$ cat config.mk
export PLATFORM = sky130hd
export DESIGN_NAME = load_buffer
export DESIGN_NICKNAME = d
export VERILOG_FILES = /design/src/rtl/lsu_pkg.sv /design/src/rtl/lb_alloc_enc.sv /design/src/rtl/load_buffer.sv
export SDC_FILE = /design/constraint.sdc
export NUM_CORES = 1
export LEC_CHECK = 0
export ABC_AREA = 1
export CELL_PAD_IN_SITES_DETAIL_PLACEMENT = 2
export CELL_PAD_IN_SITES_GLOBAL_PLACEMENT = 2
export CORE_ASPECT_RATIO = 0.5
export CORE_UTILIZATION = 27
export DETAILED_ROUTE_END_ITERATION = 8
export GPL_TIMING_DRIVEN = 0
export PLACE_DENSITY_LB_ADDON = 0.2
export SLEW_MARGIN = 10
export SYNTH_ARGS = -nofsm -noshare
export SYNTH_HDL_FRONTEND = slang
export SYNTH_HIERARCHICAL = 1
export SYNTH_SLANG_ARGS = --single-unit
export TNS_END_PERCENT = 50
$ cat constraint.sdc
create_clock -name clk -period 9.28 [get_ports clk]
set_input_delay 0.928 -clock clk [delete_from_list [all_inputs] [get_ports clk]]
set_output_delay 0.928 -clock clk [all_outputs]
set_load 0.005 [all_outputs]
$ cat src/rtl/lsu_pkg.sv
// Shared types and widths for the load buffer and its ROB-facing buses.
package lsu_pkg;

    localparam int TAGW      = 6;
    localparam int NENT      = 8;
    localparam int IDXW      = $clog2(NENT);
    localparam int ADDRW     = 32;
    localparam int DATAW     = 32;

    // Result bus to the ROB: {tag, data}
    localparam int CDB_W     = TAGW + DATAW;
    // Store report to the ROB: {tag, addr, data}
    localparam int ST2ROB_W  = TAGW + ADDRW + DATAW;
    // Issue request as seen by the buffer: {store, tag, addr}
    localparam int LSU_REQ_W = 1 + TAGW + ADDRW;

    typedef struct packed {
        logic [TAGW-1:0]  tag;
        logic [DATAW-1:0] data;
    } cdb_t;

    typedef struct packed {
        logic [TAGW-1:0]  tag;
        logic [ADDRW-1:0] addr;
        logic [DATAW-1:0] data;
    } st2rob_t;

    typedef struct packed {
        logic             store;
        logic [TAGW-1:0]  tag;
        logic [ADDRW-1:0] addr;
    } lsu_req_t;

endpackage

$ cat src/rtl/lb_alloc_enc.sv
// Lowest-free-slot finder for the load buffer. Slot 0 means "no entry",
// so only slots 1..NENT-1 are candidates.
module lb_alloc_enc #(
    parameter int NENT = 8
) (
    input  logic [NENT-1:1]         free_vec,
    output logic [$clog2(NENT)-1:0] idx,
    output logic                    none
);

    localparam int IW = $clog2(NENT);

    // Scan high to low so the last hit, i.e. the lowest free slot, wins
    always_comb begin
        idx  = '0;
        none = 1'b1;
        for (int i = NENT - 1; i >= 1; i--) begin
            if (free_vec[i]) begin
                idx  = IW'(i);
                none = 1'b0;
            end
        end
    end

endmodule

$ cat src/rtl/load_buffer.sv
// Load/store execution unit paired with the ROB. Loads occupy a slot until
// the ROB commits them, and committed stores are snooped so that a load
// which read memory before an older store landed is flagged as stale.
module load_buffer #(
    parameter int NENT = 8,
    parameter int TAGW = 6
) (
    input  logic                        clk,
    input  logic                        reset,
    input  logic                        kill,
    input  logic                        lsu_valid,
    output logic                        lsu_ready,
    input  logic                        lsu_store,
    input  logic [TAGW-1:0]             lsu_tag,
    input  logic [31:0]                 lsu_addr,
    input  logic [31:0]                 lsu_data,
    output logic [31:0]                 dmem_raddr,
    input  logic [31:0]                 dmem_rdata,
    output logic [lsu_pkg::CDB_W-1:0]   cdb3,
    output logic                        loadbuf_en,
    output logic [$clog2(NENT)-1:0]     loadbuf_free_entry,
    output logic [lsu_pkg::ST2ROB_W-1:0] store2rob,
    input  logic                        dmem_we,
    input  logic [31:0]                 store_addr,
    input  logic [$clog2(NENT)-1:0]     loadbuf_commit_entry,
    output logic                        misload
);

    import lsu_pkg::*;

    localparam int IW = $clog2(NENT);

    // Per-slot state; bit/element 0 is never set since slot 0 means "none"
    logic [NENT-1:0] busy_q, busy_d;
    logic [NENT-1:0] stale_q, stale_d;
    logic [29:0]     addr_q [NENT];
    logic [29:0]     addr_d [NENT];

    logic [IW-1:0]   alloc_idx;
    logic            alloc_none;
    logic            issue_ok;
    logic            load_acc;
    logic            store_acc;
    lsu_req_t        req;

    // Result and store stages, one cycle behind issue
    logic            ld_valid_q;
    logic [TAGW-1:0] ld_tag_q;
    logic [IW-1:0]   ld_slot_q;
    st2rob_t         st_q;
    cdb_t            cdb_out;

    assign req.store = lsu_store;
    assign req.tag   = lsu_tag;
    assign req.addr  = lsu_addr;

    lb_alloc_enc #(
        .NENT (NENT)
    ) u_alloc (
        .free_vec (~busy_q[NENT-1:1]),
        .idx      (alloc_idx),
        .none     (alloc_none)
    );

    // Ready depends only on registered occupancy, so a slot freed by a
    // commit is not visible to issue until the following cycle.
    assign lsu_ready  = |(~busy_q[NENT-1:1]);
    assign issue_ok   = lsu_valid && lsu_ready && !kill;
    assign load_acc   = issue_ok && !req.store && !alloc_none;
    assign store_acc  = issue_ok && req.store;
    assign dmem_raddr = load_acc ? req.addr : 32'h0;

    assign misload = (loadbuf_commit_entry != '0)
                  && busy_q[loadbuf_commit_entry]
                  && stale_q[loadbuf_commit_entry];

    // Slot bookkeeping: snoop, then allocate, then commit, then kill, so that
    // later effects override earlier ones in the same cycle
    always_comb begin
        busy_d  = busy_q;
        stale_d = stale_q;
        addr_d  = addr_q;

        if (dmem_we) begin
            for (int i = 1; i < NENT; i++) begin
                if (busy_q[i] && (addr_q[i] == store_addr[31:2])) begin
                    stale_d[i] = 1'b1;
                end
            end
        end

        if (load_acc) begin
            busy_d[alloc_idx]  = 1'b1;
            addr_d[alloc_idx]  = req.addr[31:2];
            stale_d[alloc_idx] = dmem_we && (req.addr[31:2] == store_addr[31:2]);
        end

        if (loadbuf_commit_entry != '0) begin
            busy_d[loadbuf_commit_entry]  = 1'b0;
            stale_d[loadbuf_commit_entry] = 1'b0;
        end

        if (kill) begin
            busy_d  = '0;
            stale_d = '0;
        end

        busy_d[0]  = 1'b0;
        stale_d[0] = 1'b0;
    end

    // Slot state register
    always_ff @(posedge clk or posedge reset) begin
        if (reset) begin
            busy_q  <= '0;
            stale_q <= '0;
            for (int i = 0; i < NENT; i++) begin
                addr_q[i] <= '0;
            end
        end else begin
            busy_q  <= busy_d;
            stale_q <= stale_d;
            for (int i = 0; i < NENT; i++) begin
                addr_q[i] <= addr_d[i];
            end
        end
    end

    // Result and store stages; an issue dropped by kill never enters them
    always_ff @(posedge clk or posedge reset) begin
        if (reset) begin
            ld_valid_q <= 1'b0;
            ld_tag_q   <= '0;
            ld_slot_q  <= '0;
            st_q       <= '0;
        end else begin
            ld_valid_q <= load_acc;
            if (load_acc) begin
                ld_tag_q  <= req.tag;
                ld_slot_q <= alloc_idx;
            end else begin
                ld_tag_q  <= '0;
                ld_slot_q <= '0;
            end
            if (store_acc) begin
                st_q.tag  <= req.tag;
                st_q.addr <= req.addr;
                st_q.data <= lsu_data;
            end else begin
                st_q <= '0;
            end
        end
    end

    // The RAM answers one cycle after the address, aligning with the stage
    always_comb begin
        cdb_out = '0;
        if (ld_valid_q) begin
            cdb_out.tag  = ld_tag_q;
            cdb_out.data = dmem_rdata;
        end
    end

    assign cdb3               = cdb_out;
    assign loadbuf_en         = ld_valid_q;
    assign loadbuf_free_entry = ld_slot_q;
    assign store2rob          = st_q;

endmodule

Word-level counts from Yosys, hierarchy flattened
Index checks and enable logic that the tools add are counted.

Word-level logic and storage cells: 104. Output and inout bits: 146. Register bits after elaboration: 334. Bits of input ports: 143.

Equal/unequal tests: 8. Bitwise gates (word level): 6. Muxes and demuxes: 45. Reductions and logical operators: 23. Magnitude comparators: 6.

Operator list (count): 240-bit bitwise mux (1); 30-bit equality test (8); 30-bit demux with 3-bit select (1); 70-bit 2-to-1 mux (1); 8-bit 2-to-1 mux (6); 38-bit 2-to-1 mux (1); 32-bit 2-to-1 mux (1); 30-bit 2-to-1 mux (1); 3-bit 2-to-1 mux (8); 1-bit logical AND (18); 1-bit 2-to-1 mux (18); 8-bit bitwise AND (2); 8-bit bitwise mux (1); 3-bit by 4-bit < comparator with 1-bit output (second input constant) (2); 8-bit inverter (1); 8-bit OR (1); 7-bit 2-to-1 mux (1); 7-bit inverter (1); 7-bit OR reduction (1); 1-bit binary-select mux with 3-bit select (2); 1-bit demux with 3-bit select (2); 3-bit by 1-bit >= comparator with 1-bit output (second input constant) (2); 6-bit 2-to-1 mux (1); 4-bit >= comparator (second input constant) (1); 4 further kinds (6).

Logic depth before layout (Yosys ltp)
Depth in word-level cells: 17. Mapped depth: 16. Depth with buffers taken out: 16.

Cells and area by module
The synthesis kept the hierarchy.

By module, submodules not included: load_buffer (cells each 2043, area an instance 15173.3 um2, seq. area each 7607.3 um2, times used 1); lb_alloc_enc (cells each 21, area an instance 87.6 um2, seq. area each 0.0 um2, times used 1).

Worst setup path after synthesis
No wires, ideal clock.

Path type: input to output. Start: input port lsu_store. End: output port dmem_raddr[0]. Buffers on the path: 1. Arrival: 1693 ps. Path slack: 6659 ps. Stages on the path: 4. Required time: 8352 ps. Cell sequence: nor2_1 -> nand3_4 -> buf_1 -> nor2_1.

Cells in the longest elaborated chain, start to end: 4.

Ends and longest elaborated chain: start: declaration (line load_buffer.sv:13) `input logic lsu_store,`; 1-bit logical NOT (line load_buffer.sv:69) `assign load_acc = issue_ok && !req.store && !alloc_none;`; 1-bit logical AND (2 in series) (line load_buffer.sv:69); 32-bit 2-to-1 mux (line load_buffer.sv:71) `assign dmem_raddr = load_acc ? req.addr : 32'h0;`; end: declaration (line load_buffer.sv:17) `output logic [31:0] dmem_raddr,`.

No other way between the ends.

Worst setup path in the final report
Start: register busy_q[6]. End: output port dmem_raddr[10].

Cells in the longest elaborated chain, start to end: 10. Elaborated cells between the ends (all ways): 14. Those cells by class: mux (7); bitwise (1); reduce/logical (6).

Ends and longest elaborated chain: start: declaration (line load_buffer.sv:34) `logic [NENT-1:0] busy_q, busy_d;`; start signal: assignment (line load_buffer.sv:121) `busy_q <= busy_d;`; 7-bit inverter (line load_buffer.sv:60) `.free_vec (~busy_q[NENT-1:1]),`; 1-bit 2-to-1 mux (6 in series) (line lb_alloc_enc.sv:18) `if (free_vec[i]) begin`; net alloc_none (line load_buffer.sv:40) `logic alloc_none;`; 1-bit logical NOT (line load_buffer.sv:69); 1-bit logical AND (line load_buffer.sv:69); 32-bit 2-to-1 mux (line load_buffer.sv:71).

The timed path passes the listed nets, and every way through them passes these cells.

==> flow_summary.ini <==
[sta]
setup_viol = 0
fin_skew_ns = 0.0219
timing.slew.headroom = 0.252
period_minus_slack_ns = 4.31
fin_setup_tns_ns = 0
period_share = 0.464
drv_slew = 0
rsz0062_at_grt = false
hold_violations = 0
holdWs_ns = 0.491
max_freq_mhz = 232
tightest_slew_ns = 1.12

[worst_setup_path]
r2r_cells = 9
worst-setup-path-type = flop to output port
worstPathMaxFanout = 10
startpoint_type = flop
arrival_ns = 3.38
end_kind = output port
required_ns = 8.35

[cells_and_area]
nets = 2514
layout_commonest_cell = nand2_1
layout-drive-gt1-share = 0.0622
post-route-util = 0.362
area_growth_pct = 32.2
final_cell_mix = nand2_1, dfrtp_1, inv_1
diodes = 0

[yosys]
ys_warn_count = 6
yosys_register_bits = 304
syn-cell-area_um2 = 15300
synth-edff-count = 0
syn_inst = 2064
ys_types = 38
syn_nets = 2207
syn_avg_cell_area_um2 = 7.39
synth-main-ff-cell = dfrtp_1
async_reset_ff_frac = 1.00
yosysSeqAreaShare = 0.498

[routing]
postRouteAntennaNets = 0
initialDrtViolationCount = 1182
post_drt_via_cell_ratio = 4.85
wl_per_cell_um = 25.4
wl_mm = 80.2
drt_pass1_iterations = 5
drc = 0
vias = 15300

[clocking]
cts_root_buf = clkbuf_16
h-tree-depth = 2
postCtsHoldBufs = 0
post_cts_resized = 0
clock_latency_ns = 0.55
cts_setup_buffers = 0
numCtsBuffers = 35
cts_tree = yes
clock_path_buffers = 3
clkTransAtPathRegs_ns = 0.07
cts_num_sinks = 304

[placement]
portBuffers = 260
gp_congestion = 0.934
hpwl_mm = 61.0

[die]
coreArea_um2 = 55700
num_io_pins = 289
initial_utilization = 0.274
die_h_um = 170
die_w_um = 338
die-area_um2 = 57500
rows = 61

[global_routing]
grt_pass1_vias = 16000
track_usage = 0.278
grt_max_degree = 37
grt_pass1_wl_mm = 114
overflow = 0
antenna_found_initial = 2

[run_status]
status = finished, final reports clean

[hold_path]
min_path_cells = 2
holdCritPathClass = flop to flop

[run]
cap_violations = 0

[power]
p_leak_uw = 0.00977
max-vdd-ir-drop_v = 0.0000867
power.density_nw_per_um2 = 168
[layer usage]
| metal | vias up | part of all wire | global-route usage |
|---|---|---|---|
| li1 | 6889 | - | - |
| met1 | 7854 | 0.46 | 0.383 |
| met2 | 427 | 0.44 | 0.432 |
| met3 | 112 | 0.070 | 0.0678 |
| met4 | 0 | 0.029 | 0.0812 |
| met5 | - | 0 | 0 |
[sequential cells by signal, indices dropped and copies added (netlist names)]
signal / flops
addr_q: 210
ld_tag_q: 6
loadbuf_en: 1
loadbuf_free_entry: 3
store2rob: 70
busy_q: 7
stale_q: 7
[worst max-delay path, stage by stage (launching register included)]
cell             delay [ns]
dfrtp_1                0.46
inv_1                  0.15
or2_1                  0.28
nor2_2                 0.11
nand2_1                0.06
nor2_1                 0.08
nor2_1                 0.10
nand3_4                0.21
buf_1                  0.71
nor2_1                 0.16
clkdlybuf4s50_1        0.51
[cells in the mapped netlist, types with 2 or more instances]
| cell type | number | area [µm²] |
|---|---|---|
| inv_1 | 290 | 1090 |
| or2_2 | 3 | 18.8 |
| nand3_1 | 23 | 115 |
| clkbuf_1 | 11 | 41.3 |
| nor3_1 | 13 | 65.1 |
| o2bb2ai_1 | 2 | 17.5 |
| buf_2 | 52 | 260 |
| nand2_1 | 672 | 2520 |
| dfrtp_1 | 304 | 7610 |
| nor2_2 | 2 | 12.5 |
| clkinv_1 | 13 | 48.8 |
| o21ai_1 | 21 | 105 |
| xor2_1 | 18 | 158 |
| xnor2_1 | 45 | 394 |
| nor2_1 | 262 | 983 |
| nand4_1 | 27 | 169 |
| clkbuf_2 | 6 | 30.0 |
| o21a_1 | 8 | 60.1 |
| o22ai_1 | 11 | 68.8 |
| buf_4 | 11 | 82.6 |
| inv_2 | 4 | 15.0 |
| buf_1 | 5 | 18.8 |
| a21boi_0 | 2 | 15.0 |
| nand2_2 | 3 | 18.8 |
| nand3b_1 | 2 | 15.0 |
| o21ai_0 | 232 | 1160 |
| a21oi_1 | 11 | 55.1 |
[kinds of logic (layout without fill, tap and decap cells)]
group / count (synthesis) / in the layout / share of synthesized area
AO/OA/AOI/OAI: 291 / 291 / 0.0992
XOR/XNOR: 63 / 63 / 0.0362
buffers and inverters: 392 / 723 / 0.104
flip-flops: 304 / 304 / 0.498
AND/OR/NAND/NOR: 1014 / 1014 / 0.262
[final cells by class]
class / instances / area (µm²)
buffer: 85 / 433
clock buffer: 53 / 1060
clock inverter: 8 / 90.1
fill: 6536 / 35500
inverter: 307 / 1160
multi-input combinational: 1368 / 6070
sequential: 304 / 7610
tap: 756 / 946
timing repair buffer: 270 / 2820
[worst paths after layout]
kind | start | endpoint | slack, ns
worst max-delay path | busy_q[6]$_DFF_PP0_ | dmem_raddr[10] | 4.97
worst min-delay path | addr_q[84]$_DFFE_PP0P_ | addr_q[84]$_DFFE_PP0P_ | 0.49
worst max register to register | busy_q[2]$_DFF_PP0_ | addr_q[62]$_DFFE_PP0P_ | 6.18
worst min register to register | addr_q[84]$_DFFE_PP0P_ | addr_q[84]$_DFFE_PP0P_ | 0.49
max in group asynchronous | reset | store2rob[50]$_DFF_PP0_ | 6.99
min in group asynchronous | reset | store2rob[30]$_DFF_PP0_ | 0.78
[metrics by stage]
step | cells | power, µW | setup slack, ns | cell area, µm²
floorplan | 2064 | 1680 | 4.31 | 15300
global placement | 3080 | 1940 | 1.42 | 18800
detailed placement | 3090 | 1960 | 5.04 | 19000
CTS | 3151 | 3420 | 4.99 | 20200
global route | 3151 | 3520 | 4.83 | 20200
finish | 3151 | 3400 | 4.97 | 20200
[power breakdown]
| group | switching [µW] | internal [µW] | leakage (µW) |
|---|---|---|---|
| clock network | 615 | 841 | 0.000569 |
| registers | 65.4 | 1390 | 0.00404 |
| logic | 309 | 175 | 0.00516 |
| total | 990 | 2410 | 0.00977 |
Power figures use the tool's default switching activity.
==> RTL change (config.mk and constraints unchanged) <==
Reset style: synchronous (`reset`), changed in 2 clocked blocks.
--- a/src/rtl/load_buffer.sv
+++ b/src/rtl/load_buffer.sv
@@ -110,7 +110,7 @@
     end
 
     // Slot state register
-    always_ff @(posedge clk or posedge reset) begin
+    always_ff @(posedge clk) begin
         if (reset) begin
             busy_q  <= '0;
             stale_q <= '0;
@@ -127,7 +127,7 @@
     end
 
     // Result and store stages; an issue dropped by kill never enters them
-    always_ff @(posedge clk or posedge reset) begin
+    always_ff @(posedge clk) begin
         if (reset) begin
             ld_valid_q <= 1'b0;
             ld_tag_q   <= '0;
Function: differs if reset is asserted again (counterexample within 4 cycles, from zero or initial values and one cycle with reset high); with reset held inactive, the same outputs for 4 cycles.
==> RTL change against the unedited design <==
- the flow now finishes with violations (design-rule violations)
- non-clock buffer count rose by 10
- wire length shrank 2.6%
- critical path depth grew 1
- final area fell by 7.0%
- clock skew decreased by 0.011 ns
- count of clock-buffer cells in the layout decreased by 14
- maximum frequency grew 6.9%
- register-to-register slack gained 0.33 ns
- sequential cell count is the same
- total power shrank 11%
- die area down 6.4%
- synthesized area is 6.5% lower
- worst setup slack better by 0.28 ns
- sequential share of layout area decreased by 5.3 points
- critical endpoint is now dmem_raddr[11]
- largest cell class is now multi-input combinational cells
- largest power group is now the clock network
- highest routed layer unchanged
==> RTL change: results (changes against the unedited design) <==
largest net degree at the start of global routing -> 16 (-57%)
bufs w/o clock -> 365 (+2.8%)
Synth top cells by count -> nand2_1, inv_1, dfxtp_1
Slew HR -> 36.0% (+11 points)
Placer Congestion -> 0.896 (-4.1%)
global-route wire length before repair -> 110000 µm (-3.4%)
fraction of registers with async set/reset -> 0% (-100 points)
H-tree levels -> 1 (-1)
post-synthesis cell count -> 2155 (+4.4%)
run status -> finished with violations
Reg2Reg Setup Slack -> 6.51 ns (+0.33 ns)
GR Util met2 -> 42.3% (-0.88 points)
Post-route DRC -> 4 (+4)
routed wl met3 -> 7270 µm (+29%)
R2R cell count -> 13 (+4)
I/O Buffers -> 256 (-1.5%)
total CTS buffers -> 31 (-11%)
Post-Place Setup Slack -> 5.34 ns (+0.301 ns)
ranking of synthesized cells by area -> dfxtp_1, nand2_1, inv_1
M3 GR Usage -> 8.35% (+1.6 points)
FF-to-FF Start -> busy_q[5]
final net count -> 2587 (+2.9%)
share of cells above drive strength 1 -> 5.15% (-1.1 points)
Hold Path Origin -> addr_q[93]
reg2reg end -> addr_q[193]
vias in the first global route -> 15700 (-1.9%)
Taps Inserted -> 701 (-7.3%)
FF+latch area -> 6090 µm² (-20%)
final hold slack -> 0.474 ns (-0.0162 ns)
register share of the cell area -> 32.4% (-5.3 points)
clock buffers -> 39 (-26%)
met1 wire length -> 37100 µm (-0.25%)
failing checks -> design-rule violations
skew final -> 0.0112 ns (-0.0108 ns)
max incr delay on CP -> 0.49 ns (-0.22 ns)
==> RTL change: logic make-up after synthesis <==
kind of cell,after synthesis,share of synthesized area [%]
simple gates,867,24.1
compound gates,476,16.9
xor+xnor,60,3.68
buf+inv,448,12.7
flops,304,42.6
==> RTL change: power breakdown <==
group	switching (mW)	total [mW]	leakage [nW]	internal (mW)
logic	0.237	0.354	5.10	0.117
clock network	0.604	1.36	0.496	0.753
registers	0.00777	1.33	2.45	1.32
total	0.849	3.04	8.05	2.19
==> RTL change: how the worst max path moves through the flow <==
stage	start	end	slack, ns	depth (start not counted)
4_1_cts	busy_q[6]	dmem_raddr[11]	5.20	11
6_report	busy_q[6]	dmem_raddr[11]	5.25	11
5_1_grt	busy_q[6]	dmem_raddr[11]	5.00	11
3_5_place_dp	kill	dmem_raddr[11]	5.34	7
2_1_floorplan	kill	dmem_raddr[10]	6.64	5
3_3_place_gp	kill	dmem_raddr[13]	5.42	7
